<file path="src/rtl/led_pkg.sv">
// Shared constants and state encoding for the LED PWM stage.
package led_pkg;

    localparam int unsigned PWM_BITS = 5;
    localparam int unsigned PWM_LAST = 30;

    typedef enum logic [1:0] {
        IDLE    = 2'd0,
        RUN     = 2'd1,
        STARVED = 2'd2
    } state_t;

endpackage

</file>
<file path="src/rtl/sample_fifo.sv">
// Small circular sample buffer with push/pop handshake and asynchronous reset.
module sample_fifo #(
    parameter int unsigned DEPTH = 2,
    parameter int unsigned WIDTH = 5
) (
    input  logic             clk,
    input  logic             rst,
    input  logic             push,
    input  logic             pop,
    input  logic [WIDTH-1:0] wdata,
    output logic [WIDTH-1:0] rdata,
    output logic             full,
    output logic             empty
);

    localparam int unsigned PW = (DEPTH > 1) ? $clog2(DEPTH) : 1;
    localparam int unsigned CW = $clog2(DEPTH + 1);

    logic [WIDTH-1:0] mem [DEPTH];
    logic [PW-1:0]    wr_ptr;
    logic [PW-1:0]    rd_ptr;
    logic [CW-1:0]    count;
    logic             push_ok;
    logic             pop_ok;

    function automatic logic [PW-1:0] next_ptr(input logic [PW-1:0] p);
        return (p == PW'(DEPTH - 1)) ? '0 : p + PW'(1);
    endfunction

    assign full    = (count == CW'(DEPTH));
    assign empty   = (count == '0);
    assign push_ok = push & ~full;
    assign pop_ok  = pop & ~empty;
    assign rdata   = mem[rd_ptr];

    always_ff @(posedge clk or posedge rst) begin
        if (rst) begin
            wr_ptr <= '0;
            rd_ptr <= '0;
            count  <= '0;
            for (int unsigned i = 0; i < DEPTH; i++) begin
                mem[i] <= '0;
            end
        end else begin
            if (push_ok) begin
                mem[wr_ptr] <= wdata;
                wr_ptr      <= next_ptr(wr_ptr);
            end
            if (pop_ok) begin
                rd_ptr <= next_ptr(rd_ptr);
            end
            case ({push_ok, pop_ok})
                2'b10:   count <= count + CW'(1);
                2'b01:   count <= count - CW'(1);
                default: count <= count;
            endcase
        end
    end

endmodule

</file>
<file path="src/rtl/led_pwm_stage.sv">
// Buffered brightness samples displayed as a 31-tick PWM waveform on one LED,
// each sample held for HOLD_PERIODS periods; duty only changes on period boundaries.
module led_pwm_stage
    import led_pkg::*;
#(
    parameter int unsigned HOLD_PERIODS = 4,
    parameter int unsigned FIFO_DEPTH   = 2
) (
    input  logic                CLK,
    input  logic                RESET,
    input  logic                TICK,
    input  logic                in_valid,
    input  logic [PWM_BITS-1:0] in_data,
    output logic                in_ready,
    output logic                LED,
    output logic                busy,
    output logic                underrun
);

    state_t              state;
    logic [PWM_BITS-1:0] cnt;
    logic [PWM_BITS-1:0] cnt_next;
    logic [PWM_BITS-1:0] duty;
    logic [7:0]          hold;
    logic                ready_en;
    logic                led_q;
    logic                busy_q;
    logic                underrun_q;

    logic                push;
    logic                pop;
    logic [PWM_BITS-1:0] head;
    logic                full;
    logic                empty;
    logic                boundary;
    logic                hold_done;

    // ready_en keeps in_ready low while reset is held and until the first edge after release
    assign in_ready  = ready_en & ~full;
    assign push      = in_valid & in_ready;
    assign boundary  = TICK && (cnt == PWM_BITS'(PWM_LAST));
    assign hold_done = ((hold + 8'd1) == 8'(HOLD_PERIODS));
    assign cnt_next  = !TICK ? cnt : (cnt == PWM_BITS'(PWM_LAST)) ? '0 : cnt + PWM_BITS'(1);

    assign LED      = led_q;
    assign busy     = busy_q;
    assign underrun = underrun_q;

    sample_fifo #(
        .DEPTH (FIFO_DEPTH),
        .WIDTH (PWM_BITS)
    ) u_fifo (
        .clk   (CLK),
        .rst   (RESET),
        .push  (push),
        .pop   (pop),
        .wdata (in_data),
        .rdata (head),
        .full  (full),
        .empty (empty)
    );

    always_comb begin
        pop = 1'b0;
        case (state)
            IDLE:    pop = !empty;
            RUN:     pop = boundary && hold_done && !empty;
            STARVED: pop = boundary && !empty;
            default: pop = 1'b0;
        endcase
    end

    always_ff @(posedge CLK or posedge RESET) begin
        if (RESET) begin
            state      <= IDLE;
            cnt        <= '0;
            duty       <= '0;
            hold       <= '0;
            ready_en   <= 1'b0;
            led_q      <= 1'b0;
            busy_q     <= 1'b0;
            underrun_q <= 1'b0;
        end else begin
            ready_en <= 1'b1;
            led_q    <= (state != IDLE) && (cnt < duty);
            case (state)
                IDLE: begin
                    cnt <= '0;
                    if (!empty) begin
                        duty   <= head;
                        hold   <= '0;
                        state  <= RUN;
                        busy_q <= 1'b1;
                    end
                end
                RUN: begin
                    cnt <= cnt_next;
                    if (boundary) begin
                        if (!hold_done) begin
                            hold <= hold + 8'd1;
                        end else if (!empty) begin
                            duty <= head;
                            hold <= '0;
                        end else begin
                            state      <= STARVED;
                            busy_q     <= 1'b0;
                            underrun_q <= 1'b1;
                        end
                    end
                end
                STARVED: begin
                    cnt <= cnt_next;
                    if (boundary && !empty) begin
                        duty   <= head;
                        hold   <= '0;
                        state  <= RUN;
                        busy_q <= 1'b1;
                    end
                end
                default: begin
                    state  <= IDLE;
                    busy_q <= 1'b0;
                end
            endcase
        end
    end

endmodule

</file>
<file path="config.mk">
export PLATFORM = sky130hd
export DESIGN_NAME = led_pwm_stage
export DESIGN_NICKNAME = d
export VERILOG_FILES = /design/src/rtl/led_pkg.sv /design/src/rtl/sample_fifo.sv /design/src/rtl/led_pwm_stage.sv
export SDC_FILE = /design/constraint.sdc
export NUM_CORES = 1
export LEC_CHECK = 0
export ABC_CLOCK_PERIOD_IN_PS = 2600
export CAP_MARGIN = 5
export CORE_ASPECT_RATIO = 1.1
export CORE_MARGIN = 5
export CORE_UTILIZATION = 45
export CTS_BUF_LIST = sky130_fd_sc_hd__clkbuf_8
export DETAILED_ROUTE_END_ITERATION = 8
export PLACE_DENSITY = 0.6
export SLEW_MARGIN = 10
export SYNTH_ARGS = -nofsm -noshare
export SYNTH_HDL_FRONTEND = slang
export SYNTH_SLANG_ARGS = --single-unit
</file>
<file path="constraint.sdc">
create_clock -name CLK -period 2.6 [get_ports CLK]
set_input_delay 0.65 -clock CLK [delete_from_list [all_inputs] [get_ports CLK]]
set_output_delay 0.65 -clock CLK [all_outputs]
set_load 0.05 [all_outputs]
</file>
# --- After elaboration in Yosys (flattened, before gate mapping) ---
# Index checks and enable logic that the tools add are counted.
op_classes:
  add_sub_neg: 6
  order_cmp: 4
  eq_ne: 13
  n_mux: 35
  n_bitwise: 8
  reduce_logical: 19
ops:
  columns: ["op", "count"]
  rows:
  - ["5-bit 2-to-1 mux", 10]
  - ["8-bit 2-to-1 mux", 4]
  - ["8-bit case mux with 3 select lines", 1]
  - ["5-bit case mux with 3 select lines", 1]
  - ["10-bit bitwise mux", 1]
  - ["2-bit 2-to-1 mux", 5]
  - ["2-bit != test, second input constant", 5]
  - ["5-bit case mux with 2 select lines", 1]
  - ["8-bit by 1-bit adder with 8-bit output, second input constant", 1]
  - ["8-bit by 3-bit equality test with 1-bit output, second input constant", 1]
  - ["4-bit AND reduction", 2]
  - ["1-bit 2-to-1 mux", 7]
  - ["2-bit equality test, second input constant", 3]
  - ["1-bit logical AND", 6]
  - ["1-bit case mux with 3 select lines", 2]
  - ["2-bit case mux with 3 select lines", 1]
  - ["2-bit nonzero test", 3]
  - ["5-bit by 1-bit adder with 5-bit output, second input constant", 1]
  - ["5-bit demux with 1-bit select", 1]
  - ["5-bit equality test, second input constant", 1]
  - ["5-bit < comparator", 1]
  - ["5-bit AND reduction", 1]
  - ["1-bit AND", 4]
  - ["2-bit by 1-bit equality test with 1-bit output, second input constant", 2]
  - ["15 further kinds", 20]
totals:
  regBits: 38
  in_bits: 9
  out_inout_bits: 4
  word_cells: 98

# --- Longest topological paths before layout ---
# Gate-level depths: netlist of the first run.
logic_depth:
  ltp_word: 8
  ltp_mapped: 10
  depth_no_buf: 10

# --- Cells and area by module ---
# From an unflattened synthesis of the first run, not the netlist that was laid out.
hier_totals:
  hier_cells: 265
  area_unflattened_um2: 2610.0
by_module_without_submodules:
  columns: ["module", "instances", "cells_per_inst", "area_per_inst_um2", "seq_area_each_um2"]
  rows:
  - ["led_pwm_stage", 1, 219, 1943.1, 600.6]
  - ["sample_fifo", 1, 46, 666.9, 350.3]

# --- Least setup slack after synthesis of the first run ---
# Ideal clock, no wire load.
synth_timing:
  path_kind: "register to register"
  from: "reg hold[1]"
  to: "reg u_fifo.count[1]"
  setup_ns: 0.079
  arrival_ns: 2.225
  required_ns: 2.521
  setup_slack_ns: 0.296
  path_stages_with_launch: 10
  n_path_buf: 0
  period_less_slack_ns: 2.304
  path_cell_list: "dfrtp_1 ha_1 and3_1 a311oi_2 or3_1 nand3_1 a21oi_1 ha_1 nor2_1 xor2_1"
synth_via:
  elab_chain_cells: 8
  word_cells_on_any_way: 10
  classes_between: "add/sub (1); eq/ne (3); mux (2); bitwise (1); reduce/logical (3)"
synth_rtl:
  columns: ["item", "line_no", "rtl"]
  rows:
  - ["start, declared", "led_pwm_stage.sv:24", "logic [7:0] hold;"]
  - ["start signal, assigned", "led_pwm_stage.sv:100", "hold <= hold + 8'd1;"]
  - ["8-bit by 1-bit adder with 8-bit output *", "led_pwm_stage.sv:42", "assign hold_done = ((hold + 8'd1) == 8'(HOLD_PERIODS));"]
  - ["8-bit by 3-bit equality test with 1-bit output *", "led_pwm_stage.sv:42", null]
  - ["1-bit logical AND * (2 in a row)", "led_pwm_stage.sv:67", "RUN: pop = boundary && hold_done && !empty;"]
  - ["1-bit case mux with 3 select lines *", "led_pwm_stage.sv:65", "case (state)"]
  - ["1-bit AND *", "sample_fifo.sv:33", "assign pop_ok = pop & ~empty;"]
  - ["net u_fifo.pop_ok", "sample_fifo.sv:24", "logic pop_ok;"]
  - ["2-bit by 1-bit equality test with 1-bit output / 2-bit equality test (equally long branches)", "sample_fifo.sv:52", "case ({push_ok, pop_ok})"]
  - ["2-bit case mux with 2 select lines / 2-bit nonzero test (equally long branches)", null, null]
  - ["end signal, assigned", "sample_fifo.sv:53", "2'b10: count <= count + CW'(1);"]
  - ["end signal, assigned", "sample_fifo.sv:54", "2'b01: count <= count - CW'(1);"]
  - ["end signal, assigned", "sample_fifo.sv:55", "default: count <= count;"]
  - ["end, declared", "sample_fifo.sv:22", "logic [CW-1:0] count;"]
# Mark *: on every way through the listed nets, which the timed path passes. The rest lies on a longest branch.
# A chain may end at the register's enable or synchronous reset.

# --- Final worst setup path of the first run ---
layout_timing:
  from: "reg hold[0]"
  to: "reg u_fifo.count[1]"
# The elaborated chain is that of the path after synthesis.

==> results of run 1 <==
-- layout make-up --
type | instances | area, µm²
fillers | 452 | 2370
clock inverters | 2 | 12.5
flip-flops and latches | 38 | 951
repair buffers | 19 | 175
clock buffers | 6 | 82.6
well taps | 58 | 72.6
multi-input cells | 175 | 1300
inverters | 11 | 41.3
-- repair_timing --
item | in CTS | in global routing
gates resized for setup | 0 | 2
hold buffers | 0 | 0
hold endpoints to repair | 0 | 0
endpoints found under the setup margin | 0 | 2
-- cell families (layout without fill, tap and decap cells) --
kind of cell / after synthesis / in the layout / share of synthesized area
other cells: 1 / 1 / 0.00162
fa+ha+maj: 13 / 13 / 0.0702
flops: 38 / 38 / 0.410
compound gates: 61 / 61 / 0.190
buf+inv: 19 / 38 / 0.0351
mux: 22 / 22 / 0.103
simple gates: 75 / 75 / 0.179
xor+xnor: 3 / 3 / 0.0113
-- worst max-delay path by stage --
stage | cells past startpoint | endpoint | from
3_5_place_dp | 7 | duty[1]$_DFFE_PP0P_ | TICK
6_report | 9 | u_fifo.count[1]$_DFFE_PP0P_ | hold[0]$_DFFE_PP0P_
5_1_grt | 9 | u_fifo.count[1]$_DFFE_PP0P_ | hold[0]$_DFFE_PP0P_
3_3_place_gp | 6 | duty[0]$_DFFE_PP0P_ | TICK
2_1_floorplan | 9 | u_fifo.count[1]$_DFFE_PP0P_ | hold[1]$_DFFE_PP0P_
4_1_cts | 3 | in_ready | u_fifo.count[0]$_DFFE_PP0P_
-- worst register-to-register path, stage by stage, from the launching register on --
cell and delay (ns):
dfrtp_1 0.39, ha_1 0.26, and3_1 0.25, a311oi_2 0.35, or3_1 0.24, nand3_1 0.10, a21oi_1 0.17, ha_1 0.27
nor2_1 0.14, xor2_1 0.16
-- sequential cells by signal, indices dropped and copies added (netlist names), 2 cells and up --
register / flops
state: 2
u_fifo.mem: 10
hold: 8
u_fifo.count: 2
cnt: 5
duty: 5
-- cell usage after synthesis (3+ instances only) --
| cell | instances | area [µm²] |
|---|---|---|
| a211oi_1 | 4 | 30.0 |
| nor2_1 | 11 | 41.3 |
| inv_1 | 11 | 41.3 |
| o31ai_1 | 5 | 37.5 |
| a21o_1 | 4 | 30.0 |
| or2_2 | 3 | 18.8 |
| a31oi_1 | 4 | 25.0 |
| nor4_1 | 3 | 18.8 |
| nand2_1 | 15 | 56.3 |
| a21oi_1 | 7 | 35.0 |
| clkbuf_1 | 3 | 11.3 |
| mux2_2 | 11 | 124 |
| nand3_1 | 10 | 50.1 |
| ha_1 | 13 | 163 |
| nor3_1 | 6 | 30.0 |
| and3_1 | 6 | 37.5 |
| nand2b_1 | 6 | 37.5 |
| nor2b_1 | 3 | 18.8 |
| dfrtp_1 | 38 | 951 |
| nand4_1 | 3 | 18.8 |
| o21ai_0 | 17 | 85.1 |
| mux2i_1 | 10 | 100 |
-- layer usage --
metal  vias to the layer above  share of wire
met3                        11          0.034
met4                         0          0.026
li1                        894              -
met5                         -              0
met2                        32           0.50
met1                       889           0.44
-- power breakdown --
group	internal [mW]	switching (mW)
sequential	0.715	0.111
clock	0.213	0.219
combinational	0.184	0.177
total	1.11	0.507
==> results by group, run 1 <==
Status
  – Outcome: completed

Power and ir drop
  – Final Power: ~1.6 mW
  – Pwr dens: 615 nW/µm²
  – LEAKAGE: 1.23 nW
  – Max VDD drop: between 0.0006 and 0.0007 V

Clock tree
  – H-tree levels: 2
  – CTS max path bufs: 2
  – Clk_lat worst skew: 0.29 ns
  – Post-CTS setup buffer count: 0
  – Reg clk slew, reported paths: 0.07 ns
  – Root Driver: clkbuf_8
  – CTS buffer count: 5
  – CTS tree: done
  – Clock Sink Count: 38

Timing
  – Final count of negative-setup-slack endpoints: 0
  – Crit path time final: about 2.4 ns
  – Fin. Hold Viols: 0
  – Final Skew: between 0.005 and 0.006 ns
  – Fin Setup TNS: 0 ns
  – Fin crit share: 0.927
  – Slew of the pin with the lowest slew margin: approximately 0.67 ns
  – Max frequency: 415 MHz
  – Slew Viols, Final: 0
  – WHS: roughly 0.46 ns
  – Slew headroom: 0.548
  – Unrepaired setup endpoints after global routing: false
  – Final worst slack: 0.191 ns

Detailed routing
  – Initial DRC Count: 124
  – Total wire length: around 4800 µm
  – Vias per Instance: ~5.9
  – Post-DRT Antenna Nets: 0
  – DRC Markers: 0
  – First-pass DRT Iterations: 4
  – Routed len/inst: 15.7 µm
  – Total number of vias: roughly 1.8k

Worst hold path
  – Worst Hold Path EP: underrun$_DFFE_PP0P_
  – Hold Startpoint: underrun$_DFFE_PP0P_
  – WHS Path Cells: 1
  – Hold Crit Class: reg2reg

Placed design
  – Post-Place Cells: 301
  – Number of port buffers: 12
  – Final RePlAce weighted congestion: approximately 0.82
  – Pre-CTS WS: 0.142 ns
  – Dpl cell area: about 2500 µm²
  – Post-DP HPWL: around 3600 µm

Critical path
  – Most used cell, CP: ha_1
  – R2r startpoint: hold[0]$_DFFE_PP0P_
  – CP Cell Sequence: ha_1 -> and3_1 -> a311oi_2 -> or3_1 -> nand3_1 -> a21oi_1 -> ha_1 -> nor2_1 -> xor2_1
  – Crit path arrival time: around 2.6 ns
  – Worst setup SP type: register
  – R2r worst-path depth: 9
  – Max incr delay on CP: between 0.3 and 0.4 ns
  – CP Buf/Inv Count: 0
  – Crit end category: register
  – RR Endpoint: u_fifo.count[1]$_DFFE_PP0P_
  – R2r setup slk: between 0.15 and 0.2 ns
  – CP Data Required Time: around 2.8 ns
  – Critical path fanouts, max: 5
  – Crit Path Class: reg2reg
  – Worst path slowest cell: dfrtp_1
  – CP delay by family, top: simple AND/OR/NAND/NOR gates

Floorplanning
  – Placeable Area: 5000 µm²
  – Die area: approximately 6700 µm²
  – Die Ht: approximately 85 µm
  – Initial core utilization: 0.464
  – Chip width: between 70 and 80 µm
  – Cell Rows: 27
  – Boundary pin count: 13

Flow run
  – Maxcap violations: 0

Logic synthesis
  – Synth Instances: 232
  – Total number of yosys warnings: 0
  – Syn_nets: around 250
  – Sequential element share of the synthesized area: 0.410
  – Post-synth ARST share: 1.00
  – Syn avg cell area: between 9 and 10 µm²
  – Synth unique cells: 55
  – Mapped Area: 2320 µm²
  – Synth Register Bits: 38
  – EDFF count, synth: 0
  – Ys flop type: dfrtp_1

GRT
  – GRT busiest layer: met2
  – Met1 usage: 0.185
  – GRT met2 Usage: 0.271
  – First-pass GRT wire length: around 8300 µm
  – Largest net degree at the start of global routing: 39
  – All-Layer GR Usage: 0.156
  – Initial antenna violation count: 0
  – Remaining Overflow, GRT: 0
  – Grt met3 use: 0.0329
  – Vias in the first global route: 1785

Final layout
  – Most frequent cells in the layout: 38 x dfrtp_1, 17 x o21ai_0, 15 x nand2_1
  – Synth-to-Final Area Change: 13.6%
  – Share of cells above drive strength 1: 0.155
  – Final net count: about 270
  – Post-Layout Cell Count: roughly 310
  – Final core utilization: 0.527
  – Most common cell after layout, fill and taps aside: dfrtp_1
  – Antenna Cells: 0
  – Final Cell Area: ~2600 µm²
(Power assumes the default switching activity.)
==> run 2: changes to the inputs <==
--- a/config.mk
+++ b/config.mk
@@ -17,3 +17,4 @@
 export SYNTH_ARGS = -nofsm -noshare
 export SYNTH_HDL_FRONTEND = slang
 export SYNTH_SLANG_ARGS = --single-unit
+export TNS_END_PERCENT = 10
==> results of run 2 <==
No change in the layout: final DEF, timing and power equal those of run 1.
==> variant 1, RTL diff (flow settings as in run 2) <==
Re-encode `state_t` (3 states) as one-hot, 3 bits wide.
--- a/src/rtl/led_pkg.sv
+++ b/src/rtl/led_pkg.sv
@@ -6,6 +6,6 @@
 
-    typedef enum logic [1:0] {
-        IDLE    = 2'd0,
-        RUN     = 2'd1,
-        STARVED = 2'd2
+    typedef enum logic [2:0] {
+        IDLE    = 3'b001,
+        RUN     = 3'b010,
+        STARVED = 3'b100
     } state_t;
Formal check against the unedited RTL: same outputs for any inputs over 10 cycles, from zero or initial values and one cycle with RESET high; not proved beyond that.
==> variant 1 against run 2 <==
- worst hold slack better by 0.033 ns
- critical endpoint is now in_ready
- sequential share of layout area is 3.4 points higher
- design area is 6.1% lower
- area after synthesis is 6.6% lower
- clock power is 23% higher
- largest power group unchanged
- highest routed layer unchanged
- non-clock buffer count is 1 lower
- setup slack worse by 0.013 ns
- sequential cell count is 1 higher
- routed wire length is 20% lower
- total power is 17% higher
- largest cell class unchanged
- clock skew is 0.0069 ns higher
==> variant 1: results (changes against run 2) <==
numCtsBuffers: 5  # unchanged
h-tree-depth: 2  # unchanged
gp_congestion: 0.846  # +2.6%
grt_util_all_layers: 0.137  # -0.0185
p_leak_nw: 1.15  # -6.0%
clk_pin_slew_ns: 0.07  # about the same
placed_area_um2: 2350  # -6.8%
cts_resized: 0  # unchanged
yosysSeqAreaShare: 0.451  # +0.0413
yosysWarnings: 0  # unchanged
finish.net_count: 235  # -14%
vias_per_cell: 5.46  # -7.5%
max_stage_delay_ns: 0.83  # +0.44 ns
arrival_ns: 1.77  # -0.85 ns
reg_top3: "u_fifo.mem x10, hold x8"
grt_pass1_vias: 1534  # -14%
clk-insertion-delay-late_ns: 0.30
post_cts_buffers: 0  # unchanged
port_buffers: 12  # unchanged
cts_buffer_depth: 2  # unchanged
grt_max_degree: 40  # +2.6%
grt_first_pass_wirelength_um: 7030  # -15%
diodes: 0  # unchanged
nFillCells: 402  # -11%
slew_headroom: 0.662  # +0.114
fin_cells: 274  # -11%
dp_hpwl_um: 2830  # -21%
hold_path_class: "register to register"
synth_ff_type: "dfrtp_1"
status: "completed"
netlist_top_cells_count: "dfrtp_1, mux2_2, nand2_1, o21ai_0"
syn_nets: 218  # -14%
avgSynthCellArea_um2: 10.8  # +8.3%
ir_worst_vdd_v: 0.000444  # -28%
place_ws_ns: 0.113  # -0.0291 ns
drtIter0Drc: 62  # -50%
antenna_found_initial: 0  # unchanged
dr.pass1.iters: 4  # unchanged
routed_wl_um: 3860  # -20%
slowest_stage: "clkdlybuf4s50_1"
fin_skew_ns: 0.0128  # +0.00693 ns
drive_gt1_frac: 0.193  # +0.0373
cp_max_fo: 5  # unchanged
async_flop_share: 1.00  # unchanged
ys_types: 57  # +3.6%
synthTopCellsByArea: "dfrtp_1, ha_1, mux2_2"
cts_root_buffer: "clkbuf_8"
## variant 1: per-stage QoR
stage           util  power [mW]
6_report       0.531        1.89
5_1_grt        0.531        2.02
4_1_cts        0.531        1.92
3_5_place_dp   0.505        1.38
3_3_place_gp   0.505        1.35
2_1_floorplan      -        1.23
## variant 1: layer usage
metal	vias to the layer above	global-route usage	wire length, um
met1	726	0.176	1880
met4	0	0.0752	73
met5	-	0	0
met3	5	0.0293	106
met2	16	0.217	1800
li1	750	-	-
## variant 1: path summary, 6_finish.rpt
path	from	to	slack (ns)	cells after the start
worst max-delay path	u_fifo.count[0]	in_ready	0.18	3
worst min-delay path	underrun	underrun	0.49	1
worst max register to register	cnt[0]	u_fifo.count[1]	0.40	10
worst min register to register	underrun	underrun	0.49	1
max in group asynchronous	RESET	state[0]	1.48	3
min in group asynchronous	RESET	duty[3]	0.77	3
## variant 1: logic make-up (layout without fill, tap and decap cells)
group           after synthesis  count (layout)  synth area share
simple gates                 57              57             0.160
compound gates               47              47             0.154
flops                        39              39             0.451
mux                          21              21             0.106
buf+inv                      17              35            0.0381
fa+ha+maj                     9               9            0.0520
xor+xnor                      9               9            0.0364
other cells                   1               1           0.00173
## variant 1: layout make-up
cell class,count,area (um2),area share
multi-input combinational,144,1100,0.447
tap,56,70.1,0.0283
clock buffer,6,82.6,0.0334
clock inverter,2,38.8,0.0157
timing repair buffer,18,165,0.0668
inverter,9,33.8,0.0137
sequential,39,977,0.395
## variant 1: worst max-delay path, delay by kind of cell, from the launching register on
family	cells	cell delay [ns]
buf+inv	2	0.88
flops	1	0.44
compound gates	1	0.17
## variant 1: power by group
group,internal [mW],switching (mW),leakage [nW],total (mW)
Clock,0.316,0.216,0.0618,0.532
Combinational,0.244,0.218,0.627,0.462
Sequential,0.762,0.140,0.465,0.901
Total,1.32,0.574,1.15,1.89
==> variant 2, RTL diff (config.mk and constraints of run 2) <==
Made on the original files. Set the parameter `FIFO_DEPTH` to 4 (it was 2).
--- a/src/rtl/led_pwm_stage.sv
+++ b/src/rtl/led_pwm_stage.sv
@@ -6,3 +6,3 @@
     parameter int unsigned HOLD_PERIODS = 4,
-    parameter int unsigned FIFO_DEPTH   = 2
+    parameter int unsigned FIFO_DEPTH   = 4
 ) (
Check against the original RTL: not equivalent (Yosys sat finds a counterexample within 10 cycles, from zero or initial values and one cycle with RESET high).
==> variant 2 against run 2 <==
- the run now ends with setup timing left
- highest routed layer unchanged
- sequential share of layout area up 0.99 points
- non-clock buffer count grew 18
- setup slack lost 0.26 ns
- worst hold slack improved by 0.014 ns
- largest power group is now combinational logic
- routed wire length up 13%
- core utilization is 2.5 points higher
- design area is 31% higher
- sequential cell count increased by 13
- maximum frequency is 9.6% lower
- area after synthesis grew 26%
- global-route usage fell by 0.33 points
- total power is 100% higher
==> variant 2: results (changes against run 2) <==
ys_types: 56  # +1.8%
vias: 1991  # +9.0%
setup_viol: 1  # +1
gp_congestion: 0.809  # -1.9%
rr_startpoint: "hold[1]"
grt_util_all_layers: 0.152  # -0.00326
netlist_top_cells_count: "dfrtp_1, mux2_2, nand2_1"
routed_wl_um: 5480  # +13%
violations: "setup timing"
clk-insertion-delay-late_ns: 0.31  # +0.02 ns
reg2regPathDepth: 13  # +4
finish.net_count: 321  # +18%
hold_path_class: "register to register"
worstMarginPinSlew_ns: 0.504  # -0.168 ns
synth_adder_area_share: 0.0842  # +0.0140
routedLengthMet1_um: 2590  # +21%
p_leak_nw: 1.58  # +29%
placed_area_um2: 3280  # +30%
startpoint: "hold[1]"
synthTopCellsByArea: "dfrtp_1, mux2_2, ha_1"
yosysSeqAreaShare: 0.438  # +0.0280
muxShareOfSynthArea: 0.157  # +0.0537
dp_hpwl_um: 4120  # +15%
place_ws_ns: -0.189  # -0.331 ns
grt_pass1_vias: 2117  # +19%
arrival_ns: 2.90  # +0.28 ns
drtIter0Drc: 44  # -65%
wl_met3_um: 143  # -12%
grt_max_degree: 34  # -13%
synthXorXnorAreaFrac: 0.0120  # +0.000695
setup_ws_ns: -0.0651  # -0.256 ns
wl_met2_um: 2670  # +10%
timing.rr.end: "u_fifo.count[2]"
fin_skew_ns: 0.00797  # +0.00215 ns
status: "complete, but fails checks"
syn_nets: 286  # +13%
clk_pin_slew_ns: 0.10  # +0.03 ns
drive_gt1_frac: 0.286  # +0.130
[variant 2: repair_timing]
item,4_1_cts,5_1_grt
hold endpoints to repair,0,0
endpoints found under the setup margin,2,2
gates resized for setup,7,2
setup buffers,2,0
pin swaps,7,1
[variant 2: critical path, stage by stage, from the launching register on]
cell	delay (ns)
dfrtp_1	0.41
buf_6	0.13
buf_4	0.14
and3_1	0.22
a21oi_1	0.25
o2111ai_4	0.16
o21a_1	0.20
nor2_1	0.11
ha_2	0.19
inv_2	0.04
fa_2	0.32
xor2_1	0.14
nor2_1	0.12
xor2_1	0.15
[variant 2: where the power goes]
group          total [mW]  internal, mW  switching [mW]
clock               0.487         0.200           0.287
combinational        1.49         0.783           0.710
sequential           1.30          1.08           0.217
[variant 2: worst min-delay path by stage]
stage                     startpoint  endpoint  slack, ns
after floorplan              duty[4]   duty[4]       0.46
after global placement      underrun  underrun       0.44
after detailed placement    underrun  underrun       0.45
after CTS                   underrun  underrun       0.48
after global routing        underrun  underrun       0.51
final                       underrun  underrun       0.47
[variant 2: layer usage]
metal  GRT usage  up-vias
met5           0        -
met4      0.0506        0
met3      0.0262        5
met2       0.259       23
met1       0.196      955
li1            -     1008
[variant 2: per-stage QoR]
stage,instances,total power [mW],utilization,setup TNS (ns)
after CTS,374,3.31,0.552,-0.0631
after detailed placement,364,2.80,0.527,-0.925
after floorplan,258,2.40,-,-0.340
after global routing,374,3.59,0.552,-0.245
after global placement,364,2.76,0.527,-1.01
final,374,3.28,0.552,-0.0651
[variant 2: layout make-up]
class,count,area [um2]
repair buffers,37,322
well taps,80,100
clock buffers,5,68.8
inverters,19,71.3
multi-input cells,179,1570
clock inverters,3,28.8
flip-flops and latches,51,1280
fillers,568,2790
